### src/rtl/rtc_write_sequencer_if.sv
// rtl/rtc_write_sequencer_if.sv - four-phase RTC register write bus between sequencer and bus driver
interface rtc_write_sequencer_if;
    logic [7:0] Addr;
    logic [7:0] Data_out;
    logic       Wr_req;
    logic       Wr_ack;

    modport master (
        output Addr,
        output Data_out,
        output Wr_req,
        input  Wr_ack
    );

    modport slave (
        input  Addr,
        input  Data_out,
        input  Wr_req,
        output Wr_ack
    );
endinterface

### src/rtl/rtc_write_sequencer.sv
// rtl/rtc_write_sequencer.sv - snapshots six clamped time fields and writes each, BCD-encoded, to the RTC
module rtc_write_sequencer #(
    parameter logic [7:0] ADDR_SEG  = 8'h21,
    parameter logic [7:0] ADDR_MIN  = 8'h22,
    parameter logic [7:0] ADDR_HORA = 8'h23,
    parameter logic [7:0] ADDR_DIA  = 8'h24,
    parameter logic [7:0] ADDR_MES  = 8'h25,
    parameter logic [7:0] ADDR_AO   = 8'h26,
    parameter int         TIMEOUT   = 255
) (
    input  logic                  Clock,
    input  logic                  Reset,
    input  logic                  Start,
    input  logic [6:0]            Seg,
    input  logic [6:0]            Min,
    input  logic [6:0]            Hora,
    input  logic [6:0]            Dia,
    input  logic [6:0]            Mes,
    input  logic [6:0]            Ao,
    output logic [6:0]            Ref,
    input  logic [7:0]            Dato_bcd,
    rtc_write_sequencer_if.master bus,
    output logic                  Busy,
    output logic                  Done,
    output logic                  Error
);

    typedef enum logic [2:0] {
        S_IDLE,
        S_SEL,
        S_WAIT,
        S_LOAD,
        S_REQ,
        S_REL,
        S_DONE
    } state_t;

    localparam logic [7:0] CNT_LAST = 8'(TIMEOUT - 1);

    state_t          state_q, state_d;
    logic [2:0]      idx_q, idx_d;
    logic [7:0]      cnt_q, cnt_d;
    logic [5:0][6:0] snap_q, snap_d;
    logic [6:0]      ref_q, ref_d;
    logic [7:0]      addr_q, addr_d;
    logic [7:0]      data_q, data_d;
    logic            wr_req_q, wr_req_d;
    logic            busy_q, busy_d;
    logic            done_q, done_d;
    logic            error_q, error_d;

    function automatic logic [6:0] clamp(input logic [6:0] v, input logic [6:0] lo,
                                         input logic [6:0] hi);
        if (v > hi)
            return hi;
        else if (v < lo)
            return lo;
        else
            return v;
    endfunction

    function automatic logic [7:0] field_addr(input logic [2:0] i);
        case (i)
            3'd0:    return ADDR_SEG;
            3'd1:    return ADDR_MIN;
            3'd2:    return ADDR_HORA;
            3'd3:    return ADDR_DIA;
            3'd4:    return ADDR_MES;
            default: return ADDR_AO;
        endcase
    endfunction

    always_comb begin
        state_d  = state_q;
        idx_d    = idx_q;
        cnt_d    = cnt_q;
        snap_d   = snap_q;
        ref_d    = ref_q;
        addr_d   = addr_q;
        data_d   = data_q;
        wr_req_d = wr_req_q;
        busy_d   = busy_q;
        done_d   = 1'b0;
        error_d  = error_q;

        case (state_q)
            S_IDLE: begin
                if (Start) begin
                    snap_d[0] = clamp(Seg,  7'd0, 7'd59);
                    snap_d[1] = clamp(Min,  7'd0, 7'd59);
                    snap_d[2] = clamp(Hora, 7'd0, 7'd23);
                    snap_d[3] = clamp(Dia,  7'd1, 7'd31);
                    snap_d[4] = clamp(Mes,  7'd1, 7'd12);
                    snap_d[5] = clamp(Ao,   7'd0, 7'd99);
                    idx_d     = 3'd0;
                    error_d   = 1'b0;
                    busy_d    = 1'b1;
                    state_d   = S_SEL;
                end
            end
            S_SEL: begin
                ref_d   = snap_q[idx_q];
                state_d = S_WAIT;
            end
            // Decoder output is registered; give it one cycle to follow Ref.
            S_WAIT: state_d = S_LOAD;
            S_LOAD: begin
                data_d   = Dato_bcd;
                addr_d   = field_addr(idx_q);
                wr_req_d = 1'b1;
                cnt_d    = 8'd0;
                state_d  = S_REQ;
            end
            S_REQ: begin
                if (Wr_ack_in()) begin
                    wr_req_d = 1'b0;
                    cnt_d    = 8'd0;
                    state_d  = S_REL;
                end else if (cnt_q == CNT_LAST) begin
                    wr_req_d = 1'b0;
                    error_d  = 1'b1;
                    busy_d   = 1'b0;
                    cnt_d    = 8'd0;
                    state_d  = S_IDLE;
                end else begin
                    cnt_d = cnt_q + 8'd1;
                end
            end
            S_REL: begin
                if (!Wr_ack_in()) begin
                    if (idx_q == 3'd5) begin
                        state_d = S_DONE;
                    end else begin
                        idx_d   = idx_q + 3'd1;
                        state_d = S_SEL;
                    end
                end else if (cnt_q == CNT_LAST) begin
                    error_d = 1'b1;
                    busy_d  = 1'b0;
                    cnt_d   = 8'd0;
                    state_d = S_IDLE;
                end else begin
                    cnt_d = cnt_q + 8'd1;
                end
            end
            S_DONE: begin
                done_d  = 1'b1;
                busy_d  = 1'b0;
                state_d = S_IDLE;
            end
            default: state_d = S_IDLE;
        endcase
    end

    function automatic logic Wr_ack_in();
        return bus.Wr_ack;
    endfunction

    always_ff @(posedge Clock) begin
        if (Reset) begin
            state_q  <= S_IDLE;
            idx_q    <= 3'd0;
            cnt_q    <= 8'd0;
            snap_q   <= '0;
            ref_q    <= 7'd0;
            addr_q   <= 8'd0;
            data_q   <= 8'd0;
            wr_req_q <= 1'b0;
            busy_q   <= 1'b0;
            done_q   <= 1'b0;
            error_q  <= 1'b0;
        end else begin
            state_q  <= state_d;
            idx_q    <= idx_d;
            cnt_q    <= cnt_d;
            snap_q   <= snap_d;
            ref_q    <= ref_d;
            addr_q   <= addr_d;
            data_q   <= data_d;
            wr_req_q <= wr_req_d;
            busy_q   <= busy_d;
            done_q   <= done_d;
            error_q  <= error_d;
        end
    end

    assign Ref          = ref_q;
    assign bus.Addr     = addr_q;
    assign bus.Data_out = data_q;
    assign bus.Wr_req   = wr_req_q;
    assign Busy         = busy_q;
    assign Done         = done_q;
    assign Error        = error_q;

endmodule

### src/flat_wrapper.sv
// flat-port wrapper written by rule: the top's interface ports become plain ports
module rtc_write_sequencer_flat 
#(
    parameter logic [7:0] ADDR_SEG  = 8'h21,
    parameter logic [7:0] ADDR_MIN  = 8'h22,
    parameter logic [7:0] ADDR_HORA = 8'h23,
    parameter logic [7:0] ADDR_DIA  = 8'h24,
    parameter logic [7:0] ADDR_MES  = 8'h25,
    parameter logic [7:0] ADDR_AO   = 8'h26,
    parameter int         TIMEOUT   = 255
)
  (Clock, Reset, Start, Seg, Min, Hora, Dia, Mes, Ao, Ref, Dato_bcd, Busy, Done, Error, bus_Addr, bus_Data_out, bus_Wr_req, bus_Wr_ack);
  rtc_write_sequencer_if bus_i ();
  input  logic Clock;
  input  logic Reset;
  input  logic Start;
  input  logic [6:0] Seg;
  input  logic [6:0] Min;
  input  logic [6:0] Hora;
  input  logic [6:0] Dia;
  input  logic [6:0] Mes;
  input  logic [6:0] Ao;
  output logic [6:0] Ref;
  input  logic [7:0] Dato_bcd;
  output logic Busy;
  output logic Done;
  output logic Error;
  output wire logic [$bits(bus_i.Addr)-1:0] bus_Addr;
  output wire logic [$bits(bus_i.Data_out)-1:0] bus_Data_out;
  output wire logic [$bits(bus_i.Wr_req)-1:0] bus_Wr_req;
  input wire logic [$bits(bus_i.Wr_ack)-1:0] bus_Wr_ack;
  assign bus_Addr = bus_i.Addr;
  assign bus_Data_out = bus_i.Data_out;
  assign bus_Wr_req = bus_i.Wr_req;
  assign bus_i.Wr_ack = bus_Wr_ack;
  rtc_write_sequencer #(.ADDR_SEG(ADDR_SEG), .ADDR_MIN(ADDR_MIN), .ADDR_HORA(ADDR_HORA), .ADDR_DIA(ADDR_DIA), .ADDR_MES(ADDR_MES), .ADDR_AO(ADDR_AO), .TIMEOUT(TIMEOUT)) u_core (.Clock(Clock), .Reset(Reset), .Start(Start), .Seg(Seg), .Min(Min), .Hora(Hora), .Dia(Dia), .Mes(Mes), .Ao(Ao), .Ref(Ref), .Dato_bcd(Dato_bcd), .bus(bus_i), .Busy(Busy), .Done(Done), .Error(Error));
endmodule
### config.mk
export PLATFORM = sky130hd
export DESIGN_NAME = rtc_write_sequencer_flat
export DESIGN_NICKNAME = d
export VERILOG_FILES = /design/src/rtl/rtc_write_sequencer_if.sv /design/src/rtl/rtc_write_sequencer.sv /design/src/flat_wrapper.sv
export SDC_FILE = /design/constraint.sdc
export NUM_CORES = 1
export LEC_CHECK = 0
export BUFFER_PORTS_ARGS = -buffer_cell sky130_fd_sc_hd__buf_4
export CELL_PAD_IN_SITES_DETAIL_PLACEMENT = 1
export CELL_PAD_IN_SITES_GLOBAL_PLACEMENT = 1
export CORE_MARGIN = 4
export CORE_UTILIZATION = 41
export CTS_BUF_LIST = sky130_fd_sc_hd__clkbuf_4 sky130_fd_sc_hd__clkbuf_8
export DETAILED_ROUTE_END_ITERATION = 8
export PLACE_DENSITY_LB_ADDON = 0.1
export SLEW_MARGIN = 20
export SYNTH_ARGS = -nofsm -noshare
export SYNTH_HDL_FRONTEND = slang
export SYNTH_SLANG_ARGS = --single-unit
### constraint.sdc
create_clock -name Clock -period 2.38 [get_ports Clock]
set_clock_uncertainty 0.1 [all_clocks]
set_input_delay 0.119 -clock Clock [delete_from_list [all_inputs] [get_ports Clock]]
set_output_delay 0.119 -clock Clock [all_outputs]
set_load 0.05 [all_outputs]
# Word level (Yosys, flattened, before mapping)

Index checks and enable logic that the tools add are counted.

RAM bits: 0
Memory bits (read-only): 0
Register bits: 83
Memories: 0
Logic and storage cells: 105
Bits in latches: 0

Magnitude comparators: 13
Bitwise logic cells: 0
Multiplexer cells: 43
Multiply operators: 0
Reductions and logical operators: 13
$add $sub $neg: 2
Div/mod/pow operators: 0
Shift-type cells: 0
Equal/unequal tests: 18

Operators with widths:

| operator                                                              | count |
|---|---|
| 7-bit 2-to-1 mux                                                      | 13 |
| 7-bit by 1-bit < comparator with 1-bit output (second input constant) | 6 |
| 3-bit 2-to-1 mux                                                      | 8 |
| 8-bit 2-to-1 mux                                                      | 3 |
| 8-bit one-hot mux with 3 select lines                                 | 1 |
| 7-bit binary-select mux with 3-bit select                             | 1 |
| 3-bit one-hot mux with 6 select lines                                 | 1 |
| 3-bit == test (second input constant)                                 | 5 |
| 3-bit one-hot mux with 5 select lines                                 | 1 |
| 7-bit by 5-bit > comparator with 1-bit output (second input constant) | 2 |
| 7-bit by 6-bit > comparator with 1-bit output (second input constant) | 2 |
| 3-bit by 2-bit == test with 1-bit output (second input constant)      | 4 |
| 4-bit AND reduction                                                   | 3 |
| 1-bit 2-to-1 mux                                                      | 11 |
| 2-bit inequality test (second input constant)                         | 5 |
| 8-bit by 1-bit adder with 8-bit output (second input constant)        | 1 |
| 8-bit == test (second input constant)                                 | 1 |
| 7-bit by 4-bit > comparator with 1-bit output (second input constant) | 1 |
| 7-bit > comparator (second input constant)                            | 1 |
| 3-bit by 1-bit == test with 1-bit output (second input constant)      | 2 |
| 3-bit logical NOT                                                     | 2 |
| 3-bit one-hot mux with 2 select lines                                 | 1 |
| 2-bit AND reduction                                                   | 3 |
| 3-bit nonzero test                                                    | 2 |
| other kinds (8)                                                       | 9 |

# Longest topological paths before layout

Gate-level depths: netlist of the first run.

Depth after elaboration: 4
Depth in mapped cells: 7
Gate-level depth less buffers: 6

# Worst setup path before layout of the first run

No wires, ideal clock.

Path type: reg-to-reg
Start point: reg u_core.state_q[2]
End point: reg u_core.snap_q[30] (netlist bit)
Setup slack: 0.570 ns
Clock period less this slack: 1.810 ns
Buffers on the path: 2
Library setup time: 0.132 ns
Data arrival time: 1.578 ns
Cell stages (with the launch flop): 7
Data required time: 2.148 ns
Path through: dfxtp_1 -> buf_6 -> or4b_4 -> buf_6 -> or4_4 -> nor2_1 -> nor3_1

Cells in the longest elaborated chain, start to end: 2

Ends and longest elaborated chain:

| what                                 | line                       | source |
|---|---|---|
| start: declaration                   | rtc_write_sequencer.sv:40  | `state_t state_q, state_d;` |
| start signal: assignment             | rtc_write_sequencer.sv:173 | `state_q <= state_d;` |
| 3-bit logical NOT                    | rtc_write_sequencer.sv:86  | `case (state_q)` |
| 2-bit AND reduction (no source line) | n/a                        |  |
| end signal: assignment               | rtc_write_sequencer.sv:176 | `snap_q <= snap_d;` |
| end: declaration                     | rtc_write_sequencer.sv:43  | `logic [5:0][6:0] snap_q, snap_d;` |

Every way passes these cells.
A chain may end at the register's enable or synchronous reset.

# Worst setup path after layout of the first run

Start point: reg u_core.state_q[2]
End point: reg u_core.cnt_q[1]

Cells in the longest elaborated chain, start to end: 3
Elaborated cells on any way between the ends: 7
Those cells by class: 4 x eq/ne; 1 x mux; 2 x reduce/logical

Ends and longest elaborated chain:

| what                                                                                | line                       | source |
|---|---|---|
| 3-bit == test / 3-bit by 2-bit == test with 1-bit output (equally long branches)    | n/a                        |  |
| 2-bit inequality test (no source line) / 3-bit nonzero test (equally long branches) | n/a                        |  |
| 2-bit AND reduction (no source line)                                                | n/a                        |  |
| end signal: assignment                                                              | rtc_write_sequencer.sv:175 | `cnt_q <= cnt_d;` |
| end: declaration                                                                    | rtc_write_sequencer.sv:42  | `logic [7:0] cnt_q, cnt_d;` |

Parallel ways exist; a longest one is shown, timed or not.

==> results of run 1 <==
-- through the flow --
step / std cells / worst slack (ps) / total power (uW) / hold slack, ps / instance area, um^2
after floorplan: 421 / 570.4 / 1883 / 155.0 / 3608
after global routing: 644 / 76.40 / 3272 / 40.75 / 4911
after detailed placement: 579 / 257.0 / 2101 / 282.9 / 4230
after CTS: 644 / 236.4 / 3117 / 16.48 / 4911
after global placement: 579 / 345.5 / 2084 / 271.0 / 4230
final: 644 / 212.3 / 3101 / 33.89 / 4911
-- logic make-up after synthesis --
kind of cell,count (synthesis),synth area share
and+or+nand+nor,193,0.2692
AOI/OAI and AO/OA,83,0.1440
DFF,79,0.4397
buffers and inverters,39,0.05183
muxes,15,0.06852
adders and majority gates,6,0.02087
xor gates and xnor gates,2,0.004870
other,1,0.001042
-- state kept, by name (all words and copies together) (netlist names) --
| register | cells |
|---|---|
| u_core.idx_q | 3 |
| u_core.Done | 1 |
| u_core.bus.Wr_req | 1 |
| u_core.snap_q | 42 |
| u_core.bus.Addr | 4 |
| u_core.bus.Data_out | 8 |
| u_core.state_q | 3 |
| u_core.Busy | 1 |
| u_core.Error | 1 |
| u_core.Ref | 7 |
| u_core.cnt_q | 8 |
-- placed cells by master (no fill, tap or decap), types with 3 or more instances in the layout --
cell / instances
a21oi_1: 33
inv_1: 7
nor2b_1: 5
mux2_2: 7
nor4_1: 7
conb_1: 4
nand2_1: 38
dfxtp_1: 79
and2_1: 9
nand3_1: 16
buf_4: 84
nand4_1: 3
clkbuf_8: 10
a211oi_1: 11
nor2_1: 55
or3_1: 4
nand2b_1: 6
ha_1: 6
a22oi_1: 8
dlygate4sd3_1: 49
a31oi_1: 3
nor3_1: 32
o21ai_0: 13
nand3b_1: 3
mux4_2: 7
-- worst max-delay path: cells and delay by family, from the launching register on --
kind               cells  cell delay, ps
and+or+nand+nor        1             300
DFF                    1             750
AOI/OAI and AO/OA      3             940
-- how the worst max path moves through the flow --
stage	start	to	slack (ps)	depth (start not counted)
global placement	u_core.state_q[2]	u_core.cnt_q[0]	350	5
global route	u_core.state_q[2]	u_core.snap_q[9]	80	5
finish	u_core.state_q[2]	u_core.cnt_q[1]	210	4
CTS	u_core.state_q[2]	u_core.cnt_q[7]	240	4
detailed placement	u_core.state_q[2]	u_core.cnt_q[7]	260	4
floorplan	u_core.state_q[2]	u_core.snap_q[30]	570	6
-- routing by layer --
layer	global-route usage	vias to the layer above	wire length, um
li1	-	1716	-
met1	0.2761	1646	4933
met2	0.3788	82	5269
met3	0.04270	21	481
met4	0.08487	0	241
met5	0	-	0
-- what timing repair did --
action                                 CTS  global route
hold buffers                            49             0
endpoints found under the hold margin   41             0
buffers inserted                         0             0
-- power by group through the flow --
stage | clock network [uW] | logic (uW) | registers, uW
after detailed placement | 0 | 584 | 1520
final | 955 | 658 | 1490
after global placement | 0 | 571 | 1510
after floorplan | 0 | 309 | 1570
after CTS | 980 | 650 | 1490
after global routing | 1050 | 721 | 1500
-- layout make-up --
cell class | count | area (um^2)
Clock buffer | 10 | 137.6
Tap cell | 105 | 131.4
Multi-Input combinational cell | 303 | 1841
Clock inverter | 6 | 52.55
Inverter | 7 | 26.28
Fill cell | 972 | 3471
Timing Repair Buffer | 134 | 1141
Sequential cell | 79 | 1582
==> flow_metrics.py, run 1 <==
metrics = {
    "power": {
        "p_seq_frac": 0.480,
        "p_clk_frac": 0.308,
        "p_switching_uw": 976.7,
        "p_per_area_mw_per_mm2": 631.4,
        "p_leak_uw": 0.001902,
        "comb_power_share": 0.212,
        "internal-power_uw": 2124,
        "ir_drop_v": 0.0003086,
        "switching_share": 0.3150,
    },
    "logic_synthesis": {
        "ys_seq_area_frac": 0.4397,
        "synth_top_cells_by_area": "dfxtp_1 44%, nor2_1 5.7%, a21oi_1 4.6%, nor3_1 4.5%, mux4_2 4.4%",
        "async_reset_ff_frac": 0,
        "synth_top_area_frac": 0.4397,
        "synth_edf_count": 0,
        "synth_top_flop_cell": "dfxtp_1",
        "syn-cell-area_mm2": 0.003597,
        "ys_warn_count": 0,
        "synth.most_common_cell": "dfxtp_1",
        "synth_top_cell_by_area": "dfxtp_1",
        "ys_top_cells_by_count": "79 x dfxtp_1, 55 x nor2_1, 38 x nand2_1, 33 x a21oi_1, 32 x nor3_1",
        "yosysUniqueCellTypes": 53,
        "synth-seq-cells": 79,
        "postSynthAreaPerCell_um2": 8.606,
        "synthesis.instances": 418,
    },
    "sta": {
        "finalSetupViolCount": 0,
        "max-slew-margin-rel": 0.4822,
        "period_minus_slack_ps": 2168,
        "tightest_slew_ps": 773.9,
        "timing.fmax_mhz": 461.3,
        "final-max-slew-violation-count": 0,
        "finalSetupTns_ps": 0,
        "finalHoldViolCount": 0,
        "rsz0062_at_grt": "no",
        "finalCritPeriodShare": 0.9108,
    },
    "setup_path": {
        "worstPathArrival_ps": 2330,
        "slowest_stage": "dfxtp_1",
        "crit_path_cell_trace": "nor2b_1 > o21ai_0 > a221o_1 > a211oi_1",
        "crit_path_max_incr_delay_ps": 750,
        "startpoint_type": "flop",
        "rr_startpoint": "u_core.state_q[2]",
        "reg2reg_depth": 4,
        "cp.required_ps": 2550,
        "crit_fanout": 20,
        "r2r_slack_ps": 210,
        "crit_path_end_kind": "flop",
        "r2r-end": "u_core.cnt_q[1]",
        "critPathKind": "reg -> reg",
    },
    "detailed_routing": {
        "drt-total-wl_um": 10930,
        "postRouteAntennaNets": 0,
        "drcViolationCount": 0,
        "drt-pass1-iter-count": 4,
        "routedWlPerCell_um": 16.97,
        "drtIter0Drc": 150,
        "via_per_inst": 5.380,
        "vias": 3465,
    },
    "final_layout": {
        "syn_to_final_growth_pct": 36.52,
        "diodes": 0,
        "drive_above_1_share": 0.2263,
        "nNetsFinal": 594,
        "final_util": 0.5859,
    },
    "global_routing": {
        "first_global_vias": 3688,
        "grt_pass1_wl_um": 18010,
        "track_usage": 0.2218,
        "grt_max_degree": 46,
        "overflow": 0,
        "antenna_found_initial": 0,
    },
    "clock_network": {
        "clkSlewWorstSetupHoldPaths_ps": 80,
        "htreeDepth": 3,
        "cts_buffers": 9,
        "clk_latency_ps": 350,
        "cts-resized-gates": 0,
        "cts_sinks": 79,
        "cts_max_path_buffers": 2,
        "root_buffer": "clkbuf_8",
        "cts_tree": "built",
    },
    "floorplan": {
        "io_pins": 81,
        "rows": 33,
        "dieArea_mm2": 0.01034,
        "die_w_um": 101.7,
        "core_area_mm2": 0.008382,
        "initial_core_util": 0.4292,
        "fp.dieH_um": 101.7,
    },
    "hold_path": {
        "hold_path_class": "in -> reg",
        "hp-start": "Start",
        "min_to": "u_core.state_q[2]",
        "worstHoldPathCells": 3,
    },
    "run": {
        "drv_cap": 0,
    },
    "status": {
        "status": "completed",
    },
    "place": {
        "gp_congestion": 0.7292,
        "port_buffers": 76,
        "dpl.hpwl_um": 7056,
    },
}
No activity file was read; power rests on OpenSTA's default activity.
==> inputs of run 2 (changes only) <==
Settings changed: CORE_UTILIZATION 41 to 45, TNS_END_PERCENT from default to 50.
Clock period 2.38 ns to 2.5 ns, I/O delays scaled along.
==> run 2 against run 1 <==
Worst setup slack worse by 72 ps. First-iteration DRC count stayed put. Global-route usage is 3.0 points higher. Sequential share of layout area is 0.060 points higher. Final area hardly changed. Critical path depth is 1 higher. Via count is 2.2% higher. Final cell count is 0.31% lower.
==> flow_metrics.py, run 2 (synthesis gave the netlist of run 1 again) <==
metrics = {
    "status": {
        "status": "completed",
    },
    "global_routing": {
        "grt_pass1_wl_um": 19440,
        "track_usage": 0.2515,
        "grt_max_degree": 41,
        "antenna_found_initial": 0,
        "first_global_vias": 3864,
        "overflow": 0,
    },
    "sta": {
        "finalCritPeriodShare": 0.9437,
        "finalHoldViolCount": 0,
        "timing.fmax_mhz": 423.9,
        "finalSetupTns_ps": 0,
        "finalSetupViolCount": 0,
        "rsz0062_at_grt": "no",
        "tightest_slew_ps": 654.7,
        "max-slew-margin-rel": 0.5619,
        "worst_slack_ps": 140.7,
        "final-max-slew-violation-count": 0,
        "period_minus_slack_ps": 2359,
    },
    "detailed_routing": {
        "drt-pass1-iter-count": 4,
        "via_per_inst": 5.517,
        "postRouteAntennaNets": 0,
        "vias": 3542,
        "drt-total-wl_um": 11550,
        "routedWlPerCell_um": 17.99,
        "drtIter0Drc": 150,
        "drcViolationCount": 0,
    },
    "setup_path": {
        "worstPathArrival_ps": 2480,
        "crit_path_max_incr_delay_ps": 610,
        "crit_fanout": 21,
        "slowest_stage": "dlygate4sd3_1",
        "critPathKind": "reg -> reg",
        "cp.required_ps": 2630,
        "startpoint_type": "flop",
        "cp_top_family": "buffers and inverters",
        "crit_path_cell_trace": "or4b_4 > buf_4 > nor3_2 > dlygate4sd3_1 > nor3_1",
        "crit_path_end_kind": "flop",
        "critPathBufInv": 2,
    },
    "power": {
        "ir_drop_v": 0.0002752,
        "p_per_area_mw_per_mm2": 616.7,
        "power.total_uw": 3030,
        "p_leak_uw": 0.001930,
    },
    "final_layout": {
        "syn_to_final_growth_pct": 36.59,
        "largest_reg_flops": 42,
        "multi_input_area_mm2": 0.001846,
        "final_common_cell": "buf_4",
        "area.sequential_mm2": 0.001585,
        "top_register": "u_core.snap_q",
        "diodes": 0,
        "layout_common_cells": "87 x buf_4, 76 x dfxtp_1, 55 x nor2_1, 48 x dlygate4sd3_1, 38 x nand2_1",
        "n_fill_cell": 896,
        "drive_above_1_share": 0.2370,
        "nNetsFinal": 595,
    },
    "run": {
        "drv_cap": 0,
    },
    "floorplan": {
        "rows": 32,
        "initial_core_util": 0.4631,
        "io_pins": 81,
        "die_w_um": 97.41,
        "core_area_mm2": 0.007767,
        "fp.dieH_um": 97.41,
        "dieArea_mm2": 0.009488,
    },
    "place": {
        "gp_congestion": 0.8665,
        "dpl.hpwl_um": 7211,
        "dpl_worst_slack_ps": 368.5,
        "port_buffers": 76,
    },
    "clock_network": {
        "htreeDepth": 3,
        "cts_max_path_buffers": 2,
        "cts_buffers": 9,
        "cts_tree": "built",
        "postCtsSetupBuffers": 0,
        "cts_sinks": 79,
        "root_buffer": "clkbuf_8",
        "clkSlewWorstSetupHoldPaths_ps": 90,
        "clk_latency_ps": 360,
    },
    "hold_path": {
        "hold_path_class": "in -> reg",
    },
}
## run 2: where the power goes
group          internal, uW  switching (uW)  total (uW)  leakage [uW]
registers              1350            73.8        1420      0.000646
clock network           465             516         981      0.000104
logic                   271             358         629       0.00118
total                  2080             948        3030       0.00193
## run 2: layer usage
metal	share of wire	track usage	routed length (um)
met5	0	0	0
met4	0.017	0.08307	201
met3	0.041	0.04523	474
met2	0.53	0.4523	6088
met1	0.41	0.3010	4786
## run 2: cell type report
cell class                      count  share of cell area
Clock buffer                        9             0.02521
Clock inverter                      7             0.01451
Inverter                            7            0.005348
Multi-Input combinational cell    303              0.3756
Sequential cell                    79              0.3226
Tap cell                          102             0.02597
Timing Repair Buffer              135              0.2307
## run 2: path summary, 6_finish.rpt
| check | start | endpoint | slack, ps | cells past startpoint |
|---|---|---|---|---|
| hold reg to reg | u_core.snap_q[37] | u_core.snap_q[37] | 360 | 2 |
| hold / removal | bus_Wr_ack | u_core.state_q[0] | 9 | 3 |
| setup / recovery | u_core.state_q[2] | u_core.snap_q[11] | 140 | 5 |
| setup reg to reg | u_core.state_q[2] | u_core.snap_q[11] | 140 | 5 |
## run 2: worst min-delay path: stages
cell and delay [ps]:
buf_4 150, nand3_1 70, a31oi_1 80
## run 2: through the flow
stage          utilization  hold WS [ps]  cell area, um^2  std cells
2_1_floorplan            -         161.0             3608        421
3_3_place_gp        0.5445         272.8             4229        578
3_5_place_dp        0.5445         284.6             4229        578
4_1_cts             0.6302         6.920             4895        641
5_1_grt             0.6326         20.54             4913        642
6_report            0.6326         8.860             4913        642
## run 2: timing repair
action,in CTS,in global routing
gates resized for setup,0,4
setup endpoints to repair,0,5
hold endpoints to repair,37,1
hold buffers,47,1
==> inputs of run 3 (changes only) <==
Settings changed: BUFFER_PORTS_ARGS -buffer_cell sky130_fd_sc_hd__buf_4 to -buffer_cell sky130_fd_sc_hd__buf_2, SKIP_CTS_REPAIR_TIMING from default to 1.
==> run 3 against run 2 <==
The flow now finishes with violations (negative hold slack). Clock power is 4.4% lower. Via count is 4.7% lower. Routed wire length is 14% lower. Sequential cell count stayed put. Register-to-register slack better by 200 ps. Sequential power hardly changed. Final cell count is 3.9% lower. Sequential share of layout area is 3.1 points higher. Critical path depth is 1 lower. Largest cell class unchanged.
==> flow_metrics.py, run 3 (synthesis gave the netlist of run 1 again) <==
metrics = {
    "final_layout": {
        "top_register": "u_core.snap_q",
        "area.sequential_mm2": 0.001582,
        "drive_above_1_share": 0.2350,
        "syn_to_final_growth_pct": 24.24,
        "layoutNonFillerInstCount": 617,
        "final_util": 0.5754,
        "largest_reg_flops": 42,
        "finish.instance_area_mm2": 0.004469,
        "layout_common_cells": "79 x dfxtp_1, 76 x buf_2, 55 x nor2_1, 38 x nand2_1, 33 x a21oi_1",
        "nNetsFinal": 570,
        "n_fill_cell": 951,
        "final_common_cell": "dfxtp_1",
        "multi_input_area_mm2": 0.001841,
        "diodes": 0,
    },
    "floorplan": {
        "initial_core_util": 0.4631,
        "fp.dieH_um": 97.41,
        "io_pins": 81,
        "core_area_mm2": 0.007767,
        "dieArea_mm2": 0.009488,
        "die_w_um": 97.41,
        "rows": 32,
    },
    "clock_network": {
        "htreeDepth": 3,
        "clk_latency_ps": 350,
        "clkSlewWorstSetupHoldPaths_ps": 90,
        "cts_sinks": 79,
        "root_buffer": "clkbuf_8",
        "cts_tree": "built",
        "cts_max_path_buffers": 2,
        "cts_buffers": 9,
    },
    "global_routing": {
        "antenna_found_initial": 0,
        "overflow": 0,
        "grt_max_degree": 36,
        "grtUsageMet2": 0.3590,
        "busiest_layer": "met2",
        "grt_use_met1": 0.2532,
        "track_usage": 0.2055,
        "grt_pass1_wl_um": 16180,
        "first_global_vias": 3423,
        "use_met3": 0.02728,
    },
    "place": {
        "dp.cells": 575,
        "port_buffers": 76,
        "gp_congestion": 0.8399,
        "dpl_cell_area_mm2": 0.004016,
        "dpl.hpwl_um": 6950,
    },
    "sta": {
        "finalSetupViolCount": 0,
        "max-slew-margin-rel": 0.5490,
        "hold_slack_ps": -21.44,
        "finalHoldViolCount": 8,
        "tightest_slew_ps": 674.0,
        "rsz0062_at_grt": "no",
        "finalSetupTns_ps": 0,
        "timing.fmax_mhz": 463.5,
        "finalCritPeriodShare": 0.8629,
        "period_minus_slack_ps": 2157,
        "final-max-slew-violation-count": 0,
    },
    "status": {
        "status": "finished with violations",
        "violations": "negative hold slack",
    },
    "power": {
        "p_per_area_mw_per_mm2": 645.4,
        "ir_drop_v": 0.0003310,
        "p_leak_uw": 0.001768,
        "power.total_uw": 2884,
    },
    "detailed_routing": {
        "postRouteAntennaNets": 0,
        "drcViolationCount": 0,
        "drt-pass1-iter-count": 4,
        "routedWlPerCell_um": 16.03,
        "vias": 3375,
        "drtIter0Drc": 95,
        "via_per_inst": 5.470,
        "drt-total-wl_um": 9888,
    },
    "setup_path": {
        "startpoint_type": "flop",
        "cp.required_ps": 2670,
        "critPathKind": "reg -> reg",
        "crit_fanout": 20,
        "worstPathArrival_ps": 2330,
        "crit_path_end_kind": "flop",
    },
    "run": {
        "drv_cap": 0,
    },
    "hold_path": {
        "hold_path_class": "in -> reg",
    },
}
-- run 3: changes by cell type in the layout (fill, tap and decap cells not counted), sizes merged --
cell,change
dlygate4sd3,-22
buf,-3
inv,-2
clkbuf,+1
clkinvlp,+1
-- run 3: path summary, 6_finish.rpt --
| check | startpoint | cells after the start | endpoint | slack, ps |
|---|---|---|---|---|
| worst max-delay path | u_core.state_q[2] | 4 | u_core.cnt_q[1] | 340 |
| worst min-delay path | Dia[4] | 3 | u_core.snap_q[25] | -20 |
| worst max register to register | u_core.state_q[2] | 4 | u_core.cnt_q[1] | 340 |
| worst min register to register | u_core.bus.Data_out[3] | 2 | u_core.bus.Data_out[3] | 360 |
-- run 3: where the power goes --
part           switching (uW)  internal [uW]
clock network             468            469
logic                     331            204
registers                65.3           1350
total                     865           2020
-- run 3: layer usage --
layer  wire (um)  up-vias  share of wire
met1        4301     1627           0.43
li1            -     1661              -
met3         344       15          0.035
met2        5036       72           0.51
met4         205        0          0.021
met5           0        -              0
-- run 3: layout make-up --
| type | count | area share |
|---|---|---|
| inverters | 7 | 0.005879 |
| repair buffers | 110 | 0.1568 |
| multi-input cells | 303 | 0.4118 |
| clock buffers | 10 | 0.02940 |
| flip-flops and latches | 79 | 0.3539 |
| clock inverters | 6 | 0.01372 |
| well taps | 102 | 0.02856 |
-- run 3: through the flow --
step                      setup slack, ps  hold WS [ps]
final                               342.7        -21.44
after CTS                           374.8        -101.8
after global placement              450.5         266.2
after global routing                249.7         1.981
after detailed placement            400.9         277.1
after floorplan                     690.4         161.0
-- run 3: worst max-delay path: stages (launching register included) --
cell and delay [ps]:
dfxtp_1 760, nor2b_1 300, o21ai_0 160, a221o_1 510, a211oi_1 260
